**src/rtl/uart_rx_ext.sv**
```systemverilog
// Parametrised UART receiver with start-glitch rejection, parity/framing flags and a
// valid/ready output register with sticky overrun. Optional: UART_RX_MAJORITY_EN (3-sample vote).
module uart_rx_ext #(
  parameter int DATA_BITS  = 8,
  parameter int OVERSAMPLE = 16,
  parameter int PARITY     = 0,
  parameter int STOP_BITS  = 1
) (
  input  logic                 clk,
  input  logic                 rst,
  input  logic                 baud_tick,
  input  logic                 rx,
  output logic [DATA_BITS-1:0] data_out,
  output logic                 data_valid,
  input  logic                 data_ready,
  output logic                 parity_err,
  output logic                 frame_err,
  output logic                 overrun,
  output logic                 busy
);
  localparam int CW = $clog2(OVERSAMPLE);
  localparam int M  = OVERSAMPLE / 2;
`ifdef UART_RX_MAJORITY_EN
  localparam int DEC = M + 1;
`else
  localparam int DEC = M;
`endif

  localparam logic [2:0] S_IDLE  = 3'd0;
  localparam logic [2:0] S_START = 3'd1;
  localparam logic [2:0] S_DATA  = 3'd2;
  localparam logic [2:0] S_PAR   = 3'd3;
  localparam logic [2:0] S_STOP  = 3'd4;

  logic                 rx_meta_q, rxs_q, rxs_prev_q;
  logic [2:0]           state_q, state_d;
  logic [CW-1:0]        tick_q, tick_d;
  logic [3:0]           bit_q, bit_d;
  logic [DATA_BITS-1:0] shift_q, shift_d;
  logic                 par_q, par_d, pe_q, pe_d, fe_q, fe_d;
  logic [DATA_BITS-1:0] dout_q;
  logic                 dv_q, perr_q, ferr_q, ovr_q;
  logic                 bit_val, dec, done, load;

  // Two-flop synchroniser plus a delayed copy for falling-edge detection.
  always_ff @(posedge clk or posedge rst) begin
    if (rst) begin
      rx_meta_q  <= 1'b1;
      rxs_q      <= 1'b1;
      rxs_prev_q <= 1'b1;
    end else begin
      rx_meta_q  <= rx;
      rxs_q      <= rx_meta_q;
      rxs_prev_q <= rxs_q;
    end
  end

`ifdef UART_RX_MAJORITY_EN
  logic [1:0] smp_q;
  always_ff @(posedge clk or posedge rst) begin
    if (rst) begin
      smp_q <= 2'b11;
    end else if (baud_tick && state_q != S_IDLE) begin
      if (tick_q == CW'(M - 1)) smp_q[0] <= rxs_q;
      if (tick_q == CW'(M))     smp_q[1] <= rxs_q;
    end
  end
  assign bit_val = (smp_q[0] & smp_q[1]) | (smp_q[0] & rxs_q) | (smp_q[1] & rxs_q);
`else
  assign bit_val = rxs_q;
`endif

  assign dec = baud_tick && (state_q != S_IDLE) && (tick_q == CW'(DEC));

  always_comb begin
    state_d = state_q;
    tick_d  = tick_q;
    bit_d   = bit_q;
    shift_d = shift_q;
    par_d   = par_q;
    pe_d    = pe_q;
    fe_d    = fe_q;
    done    = 1'b0;

    // The tick counter idles at zero so the first tick seen in START is count 0.
    if (state_q == S_IDLE)
      tick_d = '0;
    else if (baud_tick)
      tick_d = (tick_q == CW'(OVERSAMPLE - 1)) ? '0 : tick_q + 1'b1;

    case (state_q)
      S_IDLE: begin
        bit_d = '0;
        par_d = 1'b0;
        pe_d  = 1'b0;
        fe_d  = 1'b0;
        if (rxs_prev_q && !rxs_q) state_d = S_START;
      end
      S_START: begin
        if (dec) begin
          bit_d   = '0;
          state_d = bit_val ? S_IDLE : S_DATA;
        end
      end
      S_DATA: begin
        if (dec) begin
          shift_d = {bit_val, shift_q[DATA_BITS-1:1]};
          par_d   = par_q ^ bit_val;
          if (bit_q == 4'(DATA_BITS - 1)) begin
            bit_d   = '0;
            state_d = (PARITY != 0) ? S_PAR : S_STOP;
          end else begin
            bit_d = bit_q + 4'd1;
          end
        end
      end
      S_PAR: begin
        if (dec) begin
          pe_d    = (PARITY == 1) ? ~(par_q ^ bit_val) : (par_q ^ bit_val);
          bit_d   = '0;
          state_d = S_STOP;
        end
      end
      S_STOP: begin
        if (dec) begin
          if (!bit_val) fe_d = 1'b1;
          if (bit_q == 4'(STOP_BITS - 1)) begin
            state_d = S_IDLE;
            done    = 1'b1;
          end else begin
            bit_d = bit_q + 4'd1;
          end
        end
      end
      default: state_d = S_IDLE;
    endcase
  end

  always_ff @(posedge clk or posedge rst) begin
    if (rst) begin
      state_q <= S_IDLE;
      tick_q  <= '0;
      bit_q   <= '0;
      shift_q <= '0;
      par_q   <= 1'b0;
      pe_q    <= 1'b0;
      fe_q    <= 1'b0;
    end else begin
      state_q <= state_d;
      tick_q  <= tick_d;
      bit_q   <= bit_d;
      shift_q <= shift_d;
      par_q   <= par_d;
      pe_q    <= pe_d;
      fe_q    <= fe_d;
    end
  end

  // A consumer taking the old word in the delivery cycle frees the register for the new one.
  assign load = done && (!dv_q || data_ready);

  always_ff @(posedge clk or posedge rst) begin
    if (rst) begin
      dout_q <= '0;
      dv_q   <= 1'b0;
      perr_q <= 1'b0;
      ferr_q <= 1'b0;
      ovr_q  <= 1'b0;
    end else if (load) begin
      dout_q <= shift_q;
      perr_q <= pe_q;
      ferr_q <= fe_d;
      dv_q   <= 1'b1;
    end else if (done) begin
      ovr_q  <= 1'b1;
    end else if (dv_q && data_ready) begin
      dv_q   <= 1'b0;
      ovr_q  <= 1'b0;
    end
  end

  assign data_out   = dout_q;
  assign data_valid = dv_q;
  assign parity_err = perr_q;
  assign frame_err  = ferr_q;
  assign overrun    = ovr_q;
  assign busy       = (state_q != S_IDLE);
endmodule

```
**config.mk**
```make
export PLATFORM = sky130hd
export DESIGN_NAME = uart_rx_ext
export DESIGN_NICKNAME = d
export VERILOG_FILES = /design/src/rtl/uart_rx_ext.sv
export SDC_FILE = /design/constraint.sdc
export NUM_CORES = 1
export LEC_CHECK = 0
export ABC_AREA = 0
export CORE_MARGIN = 2
export CORE_UTILIZATION = 36
export DETAILED_ROUTE_END_ITERATION = 12
export HOLD_SLACK_MARGIN = 0.15
export PLACE_DENSITY = 0.66
export SYNTH_ARGS = -nofsm -noshare
export SYNTH_HDL_FRONTEND = slang
export SYNTH_SLANG_ARGS = --single-unit
```
**constraint.sdc**
```tcl
create_clock -name clk -period 5.8 [get_ports clk]
set_clock_uncertainty 0.1 [all_clocks]
set_input_delay 1.16 -clock clk [delete_from_list [all_inputs] [get_ports clk]]
set_output_delay 1.16 -clock clk [all_outputs]
set_load 0.02 [all_outputs]
```
==> results of run 1 <==
[cell families after synthesis]
logic type / count (synthesis)
multiplexers: 20
AO/OA/AOI/OAI: 22
flip-flops: 37
adder cells (fa/ha/maj): 4
AND/OR/NAND/NOR: 41
buffers and inverters: 16
XOR/XNOR: 3
[power breakdown]
| part | total, mW | switching, mW | leakage, nW | internal, mW |
|---|---|---|---|---|
| registers | 0.309 | 0.0305 | 0.498 | 0.279 |
| logic | 0.111 | 0.0658 | 0.401 | 0.0457 |
| clock network | 0.215 | 0.0871 | 0.0552 | 0.128 |
| total | 0.635 | 0.183 | 0.955 | 0.452 |
[worst reg2reg max path, delay by kind of cell (launching register included)]
family                   cells  cell delay (ps)
AND/OR/NAND/NOR              3              930
flip-flops                   1              420
buffers and inverters        1               70
adder cells (fa/ha/maj)      1              130
multiplexers                 1              320
[area by class of cell]
type                            count  area, µm²  share of cell area [%]
Clock buffer                        6       72.6                    3.53
Clock inverter                      2       35.0                    1.70
Inverter                           12       45.0                    2.19
Multi-Input combinational cell     90        729                    35.5
Sequential cell                    37        930                    45.2
Tap cell                           54       67.6                    3.28
Timing Repair Buffer               18        178                    8.64
[stage by stage]
step	instance area (µm²)	setup WS (ps)	total power [mW]	cells	hold WS (ps)
floorplan	1730	3370	0.392	143	245
global placement	1950	2720	0.412	211	247
detailed placement	1950	2670	0.424	211	247
CTS	2060	2420	0.641	219	257
global route	2060	2300	0.671	219	259
finish	2060	2430	0.635	219	256
[state kept, by name (all words and copies together), names as in the netlist, 3 cells and up]
signal / cells
data_out: 8
shift_q: 8
bit_q: 4
tick_q: 4
state_q: 3
[cell usage in the layout, fill, tap and decap left out, types with 4 or more instances in the layout]
cell             synthesis  layout
mux2_4                  10      10
inv_1                   12      12
o21ai_0                  4       4
nor2_1                  11      11
clkdlybuf4s50_1          0      17
nand3_1                  4       4
clkbuf_8                 0       5
dfrtp_1                 34      34
nand2_1                  9       9
a21oi_1                  8       8
mux2_2                   9       9
ha_1                     4       4
[worst paths after layout]
kind,start,to,cells past startpoint
worst max-delay path,state_q[0],busy,4
worst min-delay path,rx_meta_q,bit_val,0
worst max register to register,bit_q[0],data_out[7],6
worst min register to register,rx_meta_q,bit_val,0
max in group asynchronous,rst,rx_meta_q,3
min in group asynchronous,rst,data_valid,3
[per-layer routing]
layer  global-route usage, %  wire length (µm)  vias to the layer above
met5                       0                 0                        -
met4                    7.41                48                        0
met3                    2.76               117                        4
met2                    18.6              1410                       26
met1                    15.5              1450                      534
li1                        -                 -                      537
==> reports/summary.txt, run 1 <==
status = finished, final reports clean
Setup Buffers After CTS = 0
CTS tree = built
final setup TNS = 0 ps
GR Overflow Total = 0
register area share after synthesis = 53.9%
top cells by area, synth = dfrtp_1 (49%), mux2_4 (8.7%), mux2_2 (5.9%), dfstp_2 (4.6%), ha_1 (2.9%)
post-CTS sizing = 0
Residual DRC = 0
CP max stage delay = 560 ps
Worst-path clk slew = 70 ps
Area growth syn-to-layout = 19.2%
cells along the critical path = or2_1, nor2_1, inv_1, clkdlybuf4s50_1
gr usage total = 12.2%
flip-flop and latch count after synthesis = 37
Initial Util = 37.0%
endpoints failing hold = 0
CP Class = reg2out
synthesized cell area = 0.00173 mm²
final core area utilization = 44.1%
CP Max Fanout = 11
fraction of layout cells with a size suffix above 1 = 21.8%
Final Max Slew Viols = 0
Post-DP HPWL = 2110 µm
Max Clk Rate = 0.296 GHz
Syn Area/Cell = 12.1 µm²
Total Nets Final = 173
Leakage = 0.955 nW
Core Region = 0.00466 mm²
setup violators final = 0
max-cap violations = 0
CP endpoint kind = primary output
worst path buffer plus inverter count = 2
total number of yosys warnings = 0
measured slew at the worst slew-check pin = 499 ps
xor and xnor area share after synthesis = 1.52%
WP data required = 4540 ps
WL per Instance = 13.8 µm
power density over the cells = 309 mW/mm²
global-route wire length before repair = 4970 µm
CTS root buf = clkbuf_8
CP delay by family, top = buffers and inverters
I/O pins = 18
Post-Synth Simple-Gate Area = 14.5%
Post-Syn Nets = 152
main combinational cell family by area after synthesis = multiplexers
# fillers = 409
RSZ-0062 raised after global routing = false
clock buffer depth = 2
EDFF count, synth = 0
Post-synth top cells = dfrtp_1 (34), inv_1 (12), nor2_1 (11), mux2_4 (10)
IO Port Bufs = 17
largest net degree at the start of global routing = 38
site row count = 25
total CTS buffers = 5
first-pass iteration count of the detailed router = 4
post-route minimum period = 3370 ps
Primary FF master, synth = dfrtp_1
final WL = 3020 µm
HP Class = reg2reg
library cells used by synthesis = 38
DRT iter0 DRCs = 88
total number of vias = 1101
Hold-fix buffers, CTS = 0
Via density = 5.03
Yosys top cell area share = 49.3%
portion of netlist area occupied by mux cells = 15.2%
number of global-route vias before repair = 1083
worst vdd ir = 0.000136 V
Clock Latency Late Sink = 280 ps
Adder-Cell Fraction of Synth Area = 2.90%
Worst slew margin = 66.6%
Final ANT Viol Nets = 0
Startpoint Class = flop
GP Congestion = 0.912
leading area contributor after synthesis = dfrtp_1
die height = 73.2 µm
Mapped Cells = 143
flop2flop setup slack = 3730 ps
H-Tree Level Count = 2
Arr. time, crit path = 2110 ps
count leader, synth = dfrtp_1
CP max-delay cell = clkdlybuf4s50_1
clock net sink count = 37
Synth Area in Compound Gates = 8.19%
Die ar. = 0.00536 mm²
final worst-path cycle share = 58.2%
ys async rst share = 100%
initial antenna violation count = 0
Die W = 73.2 µm
ant diodes = 0
(Power assumes the default switching activity.)
==> inputs of run 2 (changes only) <==
PLACE_DENSITY = 0.68   (was 0.66)
clock period = 3.1 ns   (was 5.8 ns; I/O delays follow)
==> run 2 against run 1 <==
Against the previous run:
- critical path depth did not move
- sequential power up 88%
- worst hold slack better by 2.9 ps
- cell area down 0.67%
- global-route usage increased by 0.41 points
- first-iteration DRC count decreased by 32%
- flip-flop and latch count stayed put
- via count grew 1.4%
- core utilization shrank 0.30 points
- critical endpoint unchanged
==> reports/summary.txt, run 2 (synthesis results as in run 1) <==
status = finished, final reports clean
total number of vias = 1116
placed cells = 212
post-CTS sizing = 0
CTS root buf = clkbuf_8
measured slew at the worst slew-check pin = 532 ps
setup violators final = 0
cells along the critical path = or2_1, nor2_1, inv_1, clkdlybuf4s50_1
Setup Buffers After CTS = 0
IO Port Bufs = 17
initial antenna violation count = 0
CP endpoint kind = primary output
Die ar. = 0.00536 mm²
max-cap violations = 0
final setup TNS = 0 ps
Via density = 5.07
largest net degree at the start of global routing = 38
power density over the cells = 548 mW/mm²
clock buffer depth = 2
RSZ-0062 raised after global routing = false
fin cells = 220
Power Total = 1.12 mW
fraction of layout cells with a size suffix above 1 = 22.9%
site row count = 25
Arr. time, crit path = 1860 ps
WL per Instance = 13.6 µm
GP Congestion = 0.795
Startpoint Class = flop
Final ANT Viol Nets = 0
most common cell after layout, fill and taps aside = dfrtp_1
first-pass iteration count of the detailed router = 4
CP delay by family, top = buffers and inverters
Hold-fix buffers, CTS = 0
# fillers = 426
final core area utilization = 43.8%
clock net sink count = 37
final WL = 3000 µm
GR Overflow Total = 0
Worst slew margin = 64.4%
Core Region = 0.00466 mm²
CP Max Fanout = 10
worst path buffer plus inverter count = 2
CP max-delay cell = clkdlybuf4s50_1
HP Class = reg2reg
Seq. cell area = 930 µm²
met2 global-route usage = 18.7%
WP data required = 2380 ps
final worst-path cycle share = 83.3%
worst vdd ir = 0.000188 V
met1 Resource Use GR = 15.7%
most frequent cells in the layout = dfrtp_1 (34), clkdlybuf4s50_1 (17), inv_1 (12)
CTS tree = built
Clock Latency Late Sink = 290 ps
Multi-input gate area = 729 µm²
total CTS buffers = 5
met3 usage = 3.87%
CP max stage delay = 540 ps
Post-DP HPWL = 2150 µm
Max Clk Rate = 0.387 GHz
endpoints failing hold = 0
CP Class = reg2out
H-Tree Level Count = 2
die height = 73.2 µm
number of global-route vias before repair = 1102
DRT iter0 DRCs = 60
Worst-path clk slew = 70 ps
Leakage = 0.949 nW
ant diodes = 0
Most Crowded Layer GR = met2
Area growth syn-to-layout = 18.4%
global-route wire length before repair = 5060 µm
post-route minimum period = 2580 ps
I/O pins = 18
Die W = 73.2 µm
Final Max Slew Viols = 0
Initial Util = 37.0%
Residual DRC = 0
Total Nets Final = 174
gr usage total = 12.6%
==> run 2: changes by cell type in the layout (fill, tap and decap cells not counted) <==
cell	before	now
clkinv_2	1	2
clkbuf_1	1	0
clkinvlp_4	0	1
buf_4	1	2
bufinv_16	1	0
==> run 2: cell type report <==
| type | instances | share of cell area (%) |
|---|---|---|
| clock buffers | 5 | 3.37 |
| clock inverters | 3 | 0.857 |
| inverters | 12 | 2.20 |
| multi-input cells | 90 | 35.7 |
| flip-flops and latches | 37 | 45.5 |
| well taps | 54 | 3.31 |
| repair buffers | 19 | 9.06 |
==> run 2: metrics by stage <==
step	hold WS, ps	setup slack, ps	instance area [µm²]
floorplan	245	1210	1730
global placement	248	622	1960
detailed placement	250	567	1960
CTS	260	503	2040
global route	269	441	2040
finish	259	519	2040
==> run 2: per-layer routing <==
metal  share of wire [%]  routed length (µm)
met1                  45                1360
met2                  47                1400
met3                 4.9                 146
met4                 3.2                  95
met5                   0                   0
==> run 2: worst paths after layout <==
check	start	end	slack, ps	cells past startpoint
worst max-delay path	state_q[1]	busy	520	4
worst min-delay path	rx_meta_q	bit_val	260	0
worst max register to register	bit_q[0]	frame_err	1020	6
worst min register to register	rx_meta_q	bit_val	260	0
max in group asynchronous	rst	rx_meta_q	1920	3
min in group asynchronous	rst	tick_q[0]	630	3
==> run 2: power breakdown <==
part / total, mW / switching, mW / internal (mW)
Sequential: 0.581 / 0.0599 / 0.521
Combinational: 0.211 / 0.120 / 0.0913
Clock: 0.327 / 0.172 / 0.155
==> inputs of run 3 (changes only) <==
PLACE_DENSITY = 0.66   (was 0.68)
clock period = 2.6 ns   (was 3.1 ns; I/O delays follow)
==> run 3 against run 2 <==
Against the previous run:
- critical path depth did not move
- sequential power rose by 14%
- register-to-register slack got worse by 480 ps
- power rose by 29%
- core utilization rose by 0.70 points
- clock power rose by 45%
- cell count rose by 0.45%
- flip-flop and latch count did not move
- critical path type unchanged
==> reports/summary.txt, run 3 (synthesis results as in run 1) <==
CP endpoint kind = primary output
gr usage total = 13.1%
HP Class = reg2reg
placed cells = 214
endpoints failing hold = 0
Leakage = 0.968 nW
Total Nets Final = 176
Core Region = 0.00466 mm²
cells along the critical path = or2_1, nor2_1, inv_1, clkdlybuf4s50_1
clock buffer depth = 2
most frequent cells in the layout = dfrtp_1 (34), clkdlybuf4s50_1 (17), inv_1 (12)
total number of vias = 1127
CP max stage delay = 540 ps
Die W = 73.2 µm
post-CTS sizing = 0
CTS tree = built
power density over the cells = 695 mW/mm²
CP Max Fanout = 3
CTS root buf = clkbuf_8
Die ar. = 0.00536 mm²
Residual DRC = 0
worst vdd ir = 0.000225 V
max-cap violations = 0
H-Tree Level Count = 2
Clock Latency Late Sink = 290 ps
fin cells = 221
Area growth syn-to-layout = 20.3%
most common cell after layout, fill and taps aside = dfrtp_1
CP max-delay cell = clkdlybuf4s50_1
Hold-fix buffers, CTS = 0
RSZ-0062 raised after global routing = false
global-route wire length before repair = 5260 µm
Initial Util = 37.0%
Arr. time, crit path = 1700 ps
Worst slew margin = 66.1%
status = finished, final reports clean
largest net degree at the start of global routing = 38
worst path buffer plus inverter count = 2
clock net sink count = 37
final core area utilization = 44.5%
Final Max Slew Viols = 0
IO Port Bufs = 17
Via density = 5.10
Setup Buffers After CTS = 0
post-route minimum period = 2320 ps
Min Hold Slack = 258 ps
GP Congestion = 0.803
Worst-path clk slew = 70 ps
initial antenna violation count = 0
setup violators final = 0
WL per Instance = 14.1 µm
CP Class = reg2out
number of global-route vias before repair = 1116
die height = 73.2 µm
Post-DP HPWL = 2200 µm
measured slew at the worst slew-check pin = 507 ps
GR Overflow Total = 0
Final ANT Viol Nets = 0
final setup TNS = 0 ps
Startpoint Class = flop
DRT iter0 DRCs = 117
design area = 0.00208 mm²
total CTS buffers = 5
final WL = 3110 µm
I/O pins = 18
site row count = 25
first-pass iteration count of the detailed router = 4
final worst-path cycle share = 89.1%
fraction of layout cells with a size suffix above 1 = 23.4%
Max Clk Rate = 0.432 GHz
WP data required = 1980 ps
ant diodes = 0
placed inst area = 0.00197 mm²
CP delay by family, top = buffers and inverters
[run 3: layer usage]
metal	wire, µm	up-vias	share of wire, %	track usage, %
li1	-	544	-	-
met1	1380	556	44	16.9
met2	1570	21	50	20.2
met3	104	6	3.3	3.87
met4	63	0	2.0	5.97
met5	0	-	0	0
[run 3: metrics by stage]
step | setup WS [ps] | power (mW)
global route | 169 | 1.54
detailed placement | 152 | 0.974
global placement | 204 | 0.951
CTS | 269 | 1.46
finish | 284 | 1.44
floorplan | 768 | 0.874
[run 3: final timing paths]
check | start | end | slack [ps] | depth (start not counted)
worst max-delay path | state_q[1] | busy | 280 | 4
worst min-delay path | rx_meta_q | bit_val | 260 | 0
worst max register to register | bit_q[0] | parity_err | 540 | 6
worst min register to register | rx_meta_q | bit_val | 260 | 0
max in group asynchronous | rst | rx_meta_q | 1510 | 3
min in group asynchronous | rst | data_valid | 550 | 3
[run 3: cell type report]
type	instances	area, µm²
fill	412	2580
sequential	37	930
multi-input combinational	90	729
timing repair buffer	21	200
clock buffer	5	68.8
tap	54	67.6
inverter	12	45.0
clock inverter	2	35.0
[run 3: power breakdown]
| part | switching, mW | leakage, nW | internal [mW] |
|---|---|---|---|
| Sequential | 0.0410 | 0.498 | 0.622 |
| Clock | 0.195 | 0.0540 | 0.279 |
| Combinational | 0.181 | 0.416 | 0.125 |
| Total | 0.417 | 0.968 | 1.03 |
